## config.mk

```make
export PLATFORM = sky130hd
export DESIGN_NAME = floo_wormhole_demux
export DESIGN_NICKNAME = d
export VERILOG_FILES = /design/src/rtl/floo_pkg.sv /design/src/rtl/floo_wormhole_demux.sv
export SDC_FILE = /design/constraint.sdc
export NUM_CORES = 1
export LEC_CHECK = 0
export ABC_CLOCK_PERIOD_IN_PS = 2700
export CELL_PAD_IN_SITES_DETAIL_PLACEMENT = 0
export CELL_PAD_IN_SITES_GLOBAL_PLACEMENT = 2
export CORE_MARGIN = 2
export CORE_UTILIZATION = 14
export CTS_BUF_LIST = sky130_fd_sc_hd__clkbuf_8
export CTS_CLUSTER_SIZE = 14
export DETAILED_ROUTE_END_ITERATION = 12
export GPL_ROUTABILITY_DRIVEN = 1
export PLACE_DENSITY = 0.77
export SYNTH_ARGS = -nofsm -noshare
export SYNTH_HDL_FRONTEND = slang
export SYNTH_SLANG_ARGS = --single-unit
```

## constraint.sdc

```tcl
create_clock -name clk_i -period 2.7 [get_ports clk_i]
set_clock_uncertainty 0.15 [all_clocks]
set_input_delay 0.81 -clock clk_i [delete_from_list [all_inputs] [get_ports clk_i]]
set_output_delay 0.81 -clock clk_i [all_outputs]
set_load 0.02 [all_outputs]
```

## src/rtl/floo_pkg.sv

```systemverilog
// floo_pkg: shared types for the FlooNoC router datapath.
//   wh_demux_state_e - wormhole demux lock state
//   wh_hdr_t/wh_flit_t - default flit layout (header carries the packet tail flag)
//   idx_width()      - bits needed to index n items (at least 1)
package floo_pkg;

    typedef enum logic [1:0] {
        WhIdle,
        WhLocked,
        WhDrop
    } wh_demux_state_e;

    typedef struct packed {
        logic last;
    } wh_hdr_t;

    typedef struct packed {
        wh_hdr_t     hdr;
        logic [15:0] payload;
    } wh_flit_t;

    function automatic int unsigned idx_width(input int unsigned n);
        return (n > 1) ? $clog2(n) : 1;
    endfunction

endpackage

```

## src/rtl/floo_wormhole_demux.sv

```systemverilog
// floo_wormhole_demux: steers whole packets from one input stream to one of
// NumRoutes output streams. The route is taken from sel_i on the head flit and
// held until the flit with hdr.last handshakes. Out-of-range routes swallow
// the packet and pulse drop_o on its tail.
//
// Ports:
//   clk_i, rst_ni      clock, synchronous active-low reset
//   valid_i/ready_o    input handshake
//   data_i             input flit (broadcast to every data_o lane)
//   sel_i              route for the packet, looked at on head flits only
//   valid_o/ready_i    per-route output handshake
//   data_o             per-route flit
//   drop_o             tail handshake of a discarded packet
module floo_wormhole_demux
    import floo_pkg::*;
#(
    parameter int unsigned NumRoutes = 2,
    parameter type         flit_t    = wh_flit_t,
    localparam int unsigned SelWidth = idx_width(NumRoutes) + 1
) (
    input  logic                  clk_i,
    input  logic                  rst_ni,
    input  logic                  valid_i,
    output logic                  ready_o,
    input  flit_t                 data_i,
    input  logic [SelWidth-1:0]   sel_i,
    output logic [NumRoutes-1:0]  valid_o,
    input  logic [NumRoutes-1:0]  ready_i,
    output flit_t [NumRoutes-1:0] data_o,
    output logic                  drop_o
);

    wh_demux_state_e     state_d, state_q;
    logic [SelWidth-1:0] sel_d, sel_q;
    logic [SelWidth-1:0] eff;
    logic                route_ok;
    logic                hs;
    logic                last;

    always_comb begin
        for (int unsigned k = 0; k < NumRoutes; k++) begin
            data_o[k] = data_i;
        end
    end

    always_comb begin
        state_d  = state_q;
        sel_d    = sel_q;
        valid_o  = '0;
        ready_o  = 1'b0;
        drop_o   = 1'b0;
        last     = data_i.hdr.last;

        // While locked the stored route wins; otherwise the head flit's selector.
        eff      = (state_q == WhLocked) ? sel_q : sel_i;
        route_ok = (state_q != WhDrop) && (eff < SelWidth'(NumRoutes));

        if (route_ok) begin
            for (int unsigned k = 0; k < NumRoutes; k++) begin
                if (eff == SelWidth'(k)) begin
                    valid_o[k] = valid_i;
                    ready_o    = ready_i[k];
                end
            end
        end else begin
            // Discarded flits are always accepted.
            ready_o = 1'b1;
        end

        hs = valid_i & ready_o;

        unique case (state_q)
            WhIdle: begin
                if (hs) begin
                    if (route_ok) begin
                        if (!last) begin
                            sel_d   = sel_i;
                            state_d = WhLocked;
                        end
                    end else if (last) begin
                        drop_o = 1'b1;
                    end else begin
                        state_d = WhDrop;
                    end
                end
            end
            WhLocked: begin
                if (hs && last) begin
                    state_d = WhIdle;
                end
            end
            WhDrop: begin
                if (hs && last) begin
                    drop_o  = 1'b1;
                    state_d = WhIdle;
                end
            end
            default: state_d = WhIdle;
        endcase

        // Handshake outputs are held quiet while in reset; data still passes.
        if (!rst_ni) begin
            valid_o = '0;
            ready_o = 1'b0;
            drop_o  = 1'b0;
        end
    end

    always_ff @(posedge clk_i) begin
        if (!rst_ni) begin
            state_q <= WhIdle;
            sel_q   <= '0;
        end else begin
            state_q <= state_d;
            sel_q   <= sel_d;
        end
    end

endmodule
```

==> flow_metrics.env, run 1 <==
export IMPL_clockBufferDepth=2
export IMPL_antenna_left=0
export IMPL_rsz0062_at_grt="true"
export IMPL_multi_input_area_um2=303
export IMPL_synth_cell_area_um2=624
export IMPL_synth_top_area_cell="buf_4"
export IMPL_status="completed"
export IMPL_drt_iter0_markers=8
export IMPL_cts_tree="built"
export IMPL_grt_max_degree=6
export IMPL_die_area_um2=5010
export IMPL_min_period_ps=2650
export IMPL_gp_congestion=0.720
export IMPL_hold_end="sel_q[1]"
export IMPL_worstMarginPinSlew_ps=265
export IMPL_r2r_start="state_q[0]"
export IMPL_synthAdderAreaFrac_pct=6.01
export IMPL_hold_class="reg -> reg"
export IMPL_numPlacedInstances=115
export IMPL_grt_met3_usage_pct=2.85
export IMPL_h_tree_depth=1
export IMPL_ys_seq_area_share_pct=12.8
export IMPL_io_pins=62
export IMPL_final_nets=97
export IMPL_clkTransAtPathRegs_ps=30
export IMPL_synth_distinct_cells=23
export IMPL_setup_viol_count_final=0
export IMPL_fillers=511
export IMPL_antenna_cells=0
export IMPL_finalInstanceArea_um2=701
export IMPL_critical_path_class="in -> out"
export IMPL_avgSynthCellArea_um2=8.32
export IMPL_drc=0
export IMPL_reg2reg_to="state_q[1]"
export IMPL_vdd_drop_max_v=0.000225
export IMPL_numPortBuffers=13
export IMPL_relSlewSlack_pct=82.3
export IMPL_start_util_pct=14.4
export IMPL_avgViaCountPerCell=3.26
export IMPL_final_common_cell="buf_4"
export IMPL_synth_xor_area_share_pct=0
export IMPL_syn_to_final_growth_pct=12.2
export IMPL_required_ps=1740
export IMPL_min_path_cells=2
export IMPL_routedWlPerCell_um=9.32
export IMPL_drive_gt1_share_pct=48.5
export IMPL_drv_slew=0
export IMPL_synth_nets=102
export IMPL_dp_hpwl_um=890
export IMPL_numCtsBuffers=3
export IMPL_track_usage_pct=4.52
export IMPL_hold_slack_ps=374
export IMPL_routed_wl_mm=1.12
export IMPL_ff2ff_path_depth=8
export IMPL_vias=391
export IMPL_use_met1_pct=6.08
export IMPL_final_cell_mix="buf_4, dlygate4sd2_1, inv_1, dfxtp_1"
export IMPL_leakagePower_nw=0.289
export IMPL_synth_compound_area_share_pct=15.4
export IMPL_synth_area_leaders="buf_4, dfxtp_1, ha_1"
export IMPL_fmax_mhz=377
export IMPL_holdCritStartpoint="sel_q[1]"
export IMPL_fp_row_count=24
export IMPL_core_area_um2=4320
export IMPL_clock_sinks=4
export IMPL_grt_busiest_layer="met1"
export IMPL_die_w_um=70.8
export IMPL_grt_pass1_vias=414
export IMPL_path_max_fanout=5
export IMPL_synthMuxAreaShare_pct=5.61
export IMPL_die_y_um=70.8
export IMPL_period_share_pct=98.2
export IMPL_arrival_ps=1690
export IMPL_antenna_found_initial=0
export IMPL_maxCapViolCount=0
export IMPL_yosys_area_share_simple_pct=16.2
export IMPL_yosysTopAreaCellShare_pct=40.9
export IMPL_ys_ff_latch=4
export IMPL_placed_area_um2=642
export IMPL_clock_latency_ps=210
export IMPL_cp_end_kind="output port"
export IMPL_cts_root_buf="clkbuf_8"
export IMPL_dr_pass1_iters=2
export IMPL_yosys_warnings=0
export IMPL_power_total_w=0.000269
export IMPL_critPathLaunchType="input port"
export IMPL_grt_overflow=0
export IMPL_grt_pass1_wl_mm=1.85
export IMPL_register_area_um2=80.1
export IMPL_p_per_area_nw_per_um2=384
export IMPL_synthCells=75
export IMPL_synth_top_family_by_area="buffers and inverters"
export IMPL_hold_violations=0
export IMPL_use_met2_pct=6.02
export IMPL_r2r_slack_ps=580
export IMPL_final_cells=120
==> worst max-delay path, cell delays in order <==
cell and delay [ps]:
buf_2 110, nor2b_1 120, a211o_2 320, nor3b_2 170, buf_4 150
==> power breakdown <==
group | switching, W | total [W] | internal (W)
registers | 0.00000144 | 0.0000632 | 0.0000617
logic | 0.0000415 | 0.0000845 | 0.0000430
clock network | 0.0000265 | 0.000121 | 0.0000946
==> logic make-up (layout without fill, tap and decap cells) <==
kind of cell,Yosys count,count (layout)
AOI/OAI and AO/OA,8,8
adders and majority gates,3,3
DFF,4,4
and+or+nand+nor,18,18
muxes,3,3
buffers and inverters,39,32
==> registers in the layout (all words and copies together), names as in the netlist <==
register	count
state_q	2
sel_q	2
==> how the worst max path moves through the flow <==
stage / start / endpoint / slack (ps)
after floorplan: sel_i[1] / valid_o[1] / 80
after global placement: sel_i[1] / valid_o[1] / -810
after detailed placement: sel_i[1] / valid_o[1] / -810
after CTS: sel_i[0] / ready_o / 30
after global routing: sel_i[0] / ready_o / -30
final: sel_i[1] / drop_o / 50
==> cell type report <==
type	instances	share of cell area, %
Multi-Input combinational cell	32	43.2
Sequential cell	4	11.4
Clock buffer	3	5.89
Inverter	5	2.68
Timing Repair Buffer	24	27.5
Tap cell	52	9.29
==> per-layer routing <==
metal	wire (um)	share of wire, %	vias up
met4	0	0	0
met5	0	0	-
li1	-	-	200
met1	526	47	179
met3	110	9.8	0
met2	480	43	12
==> through the flow <==
step           worst slack [ps]  utilization (%)  TNS, ps
2_1_floorplan              76.6                -        0
3_3_place_gp               -807             14.8    -3710
3_5_place_dp               -813             14.8    -3800
4_1_cts                    25.3             15.5        0
5_1_grt                   -28.8             16.2    -39.1
6_report                   49.8             16.2        0
==> timing repair <==
| item | in CTS | in global routing |
|---|---|---|
| endpoints found under the hold margin | 0 | 0 |
| hold buffers | 0 | 0 |
| pin swaps | 7 | 3 |
| setup buffers | 1 | 1 |
| gates resized for setup | 42 | 4 |
| endpoints found under the setup margin | 6 | 3 |
| cloned | 0 | 0 |
==> Yosys cell counts <==
library cell,n
nor2_1,4
a21oi_2,1
a211o_2,1
nand3_1,1
nand3b_1,1
nor2b_1,2
ha_1,3
buf_4,34
o32ai_2,1
nand2_1,4
nor3_1,1
mux2i_1,2
nand4bb_1,1
mux2_4,1
o31ai_4,1
dfxtp_1,4
nor3b_1,2
nand4b_1,1
o211ai_4,1
and2_1,1
o32ai_1,1
o21ai_0,2
inv_1,5
(Power assumes the default switching activity.)
==> run 2: changes to the inputs <==
Settings changed: SLEW_MARGIN set to 20.
==> results of run 2 <==
Final layout, timing and power as in run 1 (identical DEF).
==> run 3: changes to the inputs <==
Settings changed: CORE_ASPECT_RATIO set to 0.7.
==> run 3 against run 2 <==
Net effect: via count up 6.4%; clock power about the same; first-iteration DRC count shrank 25%; sequential power barely moved; largest cell class unchanged; largest power group unchanged.
==> flow_metrics.env, run 3 (synthesized netlist as in run 1, its figures left out) <==
export IMPL_status="completed"
export IMPL_cp_common_cell="nor2_1"
export IMPL_numPortBuffers=13
export IMPL_finalWorstSetupSlack_ps=57.2
export IMPL_grt_pass1_vias=443
export IMPL_required_ps=1740
export IMPL_hold_slack_ps=374
export IMPL_final_common_cell="buf_4"
export IMPL_arrival_ps=1680
export IMPL_routed_wl_mm=1.17
export IMPL_cp_end_kind="output port"
export IMPL_r2r_slack_ps=510
export IMPL_clockBufferDepth=2
export IMPL_grt_max_degree=6
export IMPL_avgViaCountPerCell=3.28
export IMPL_numCtsBuffers=3
export IMPL_track_usage_pct=4.87
export IMPL_reg_top3="sel_q: 2 flops, state_q: 2 flops"
export IMPL_drv_slew=0
export IMPL_fmax_mhz=378
export IMPL_die_w_um=83.8
export IMPL_hold_buffers=0
export IMPL_critical_path_class="in -> out"
export IMPL_drc=0
export IMPL_placed_area_um2=676
export IMPL_fp_row_count=20
export IMPL_dr_pass1_iters=3
export IMPL_worstPathCellList="buf_2 > mux2_4 > o211ai_4 > nor2_1 > nor2_1 > buf_4"
export IMPL_maxCapViolCount=0
export IMPL_clock_latency_ps=210
export IMPL_grt_pass1_wl_mm=1.85
export IMPL_tns_ps=0
export IMPL_r2r_start="state_q[0]"
export IMPL_finalInstanceArea_um2=727
export IMPL_core_area_um2=4300
export IMPL_vias=416
export IMPL_final_cell_mix="buf_4, dlygate4sd2_1, inv_1, nor2_1, dfxtp_1"
export IMPL_hold_violations=0
export IMPL_fin_util_pct=16.9
export IMPL_min_path_cells=2
export IMPL_min_period_ps=2640
export IMPL_hold_class="reg -> reg"
export IMPL_cts_tree="built"
export IMPL_start_util_pct=14.5
export IMPL_final_nets=101
export IMPL_worstMarginPinSlew_ps=291
export IMPL_leakagePower_nw=0.311
export IMPL_clkTransAtPathRegs_ps=30
export IMPL_antenna_found_initial=0
export IMPL_reg2reg_to="state_q[1]"
export IMPL_cp_startpoint="sel_i[0]"
export IMPL_drt_iter0_markers=6
export IMPL_hold_end="sel_q[0]"
export IMPL_antenna_left=0
export IMPL_grt_overflow=0
export IMPL_dp_hpwl_mm=1.01
export IMPL_gp_congestion=0.758
export IMPL_relSlewSlack_pct=80.6
export IMPL_cp_buffers_inverters=2
export IMPL_die_y_um=59.9
export IMPL_cts_root_buf="clkbuf_8"
export IMPL_slowest_delay_ps=290
export IMPL_crit_slowest_cell="mux2_4"
export IMPL_register_area_um2=80.1
export IMPL_dp_worst_setup_slack_ps=-849
export IMPL_holdCritStartpoint="sel_q[0]"
export IMPL_io_pins=62
export IMPL_period_share_pct=97.9
export IMPL_path_max_fanout=3
export IMPL_routedWlPerCell_um=9.20
export IMPL_critPathLaunchType="input port"
export IMPL_die_area_um2=5020
export IMPL_syn_to_final_growth_pct=16.4
export IMPL_p_per_area_nw_per_um2=382
export IMPL_vdd_drop_max_v=0.0000926
export IMPL_multi_input_area_um2=300
export IMPL_clock_sinks=4
export IMPL_crit_family="multiplexers"
export IMPL_drive_gt1_share_pct=51.4
export IMPL_fillers=503
export IMPL_ff2ff_path_depth=9
export IMPL_antenna_cells=0
export IMPL_h_tree_depth=1
export IMPL_rsz0062_at_grt="false"
export IMPL_setup_viol_count_final=0
run 3: changes by cell type in the layout (fill, tap and decap cells not counted), sizes merged:
| cell | delta |
|---|---|
| dlygate4sd2 | +2 |
| clkdlybuf4s15 | -2 |
| buf | +4 |
run 3: stage by stage:
stage | instances | power [W]
floorplan | 75 | 0.000180
global placement | 122 | 0.000153
detailed placement | 122 | 0.000155
CTS | 127 | 0.000284
global route | 127 | 0.000292
finish | 127 | 0.000278
run 3: how the worst max path moves through the flow:
stage	to	slack (ps)	cells after the start
final	ready_o	60	6
after global routing	valid_o[0]	10	5
after CTS	ready_o	50	6
after detailed placement	drop_o	-850	5
after global placement	drop_o	-800	5
after floorplan	valid_o[1]	80	3
run 3: layout make-up:
| type | instances | area share (%) |
|---|---|---|
| clock buffer | 3 | 5.68 |
| inverter | 5 | 2.58 |
| multi-input combinational | 32 | 41.3 |
| sequential | 4 | 11.0 |
| tap | 55 | 9.47 |
| timing repair buffer | 28 | 29.9 |
run 3: routing by layer:
layer  GRT usage (%)  part of all wire (%)  up-vias
li1                -                     -      208
met2            8.34                    55        7
met4            2.76                     0        0
met3            2.21                   3.8        0
met5               0                     0        -
met1            5.09                    41      201
run 3: power breakdown:
group / internal (W) / total [W] / switching (W)
clock network: 0.0000947 / 0.000122 / 0.0000277
registers: 0.0000617 / 0.0000630 / 0.00000130
logic: 0.0000480 / 0.0000924 / 0.0000443
total: 0.000205 / 0.000278 / 0.0000733
run 3: timing repair:
item                       CTS  global route
setup buffers                2             0
resized for setup           43             1
pin swaps                    7             0
setup endpoints to repair    6             1
run 3: worst min-delay path, cell delays in order, from the launching register on:
cell	delay, ps
dfxtp_1	330
mux2i_1	80
nor2_1	70
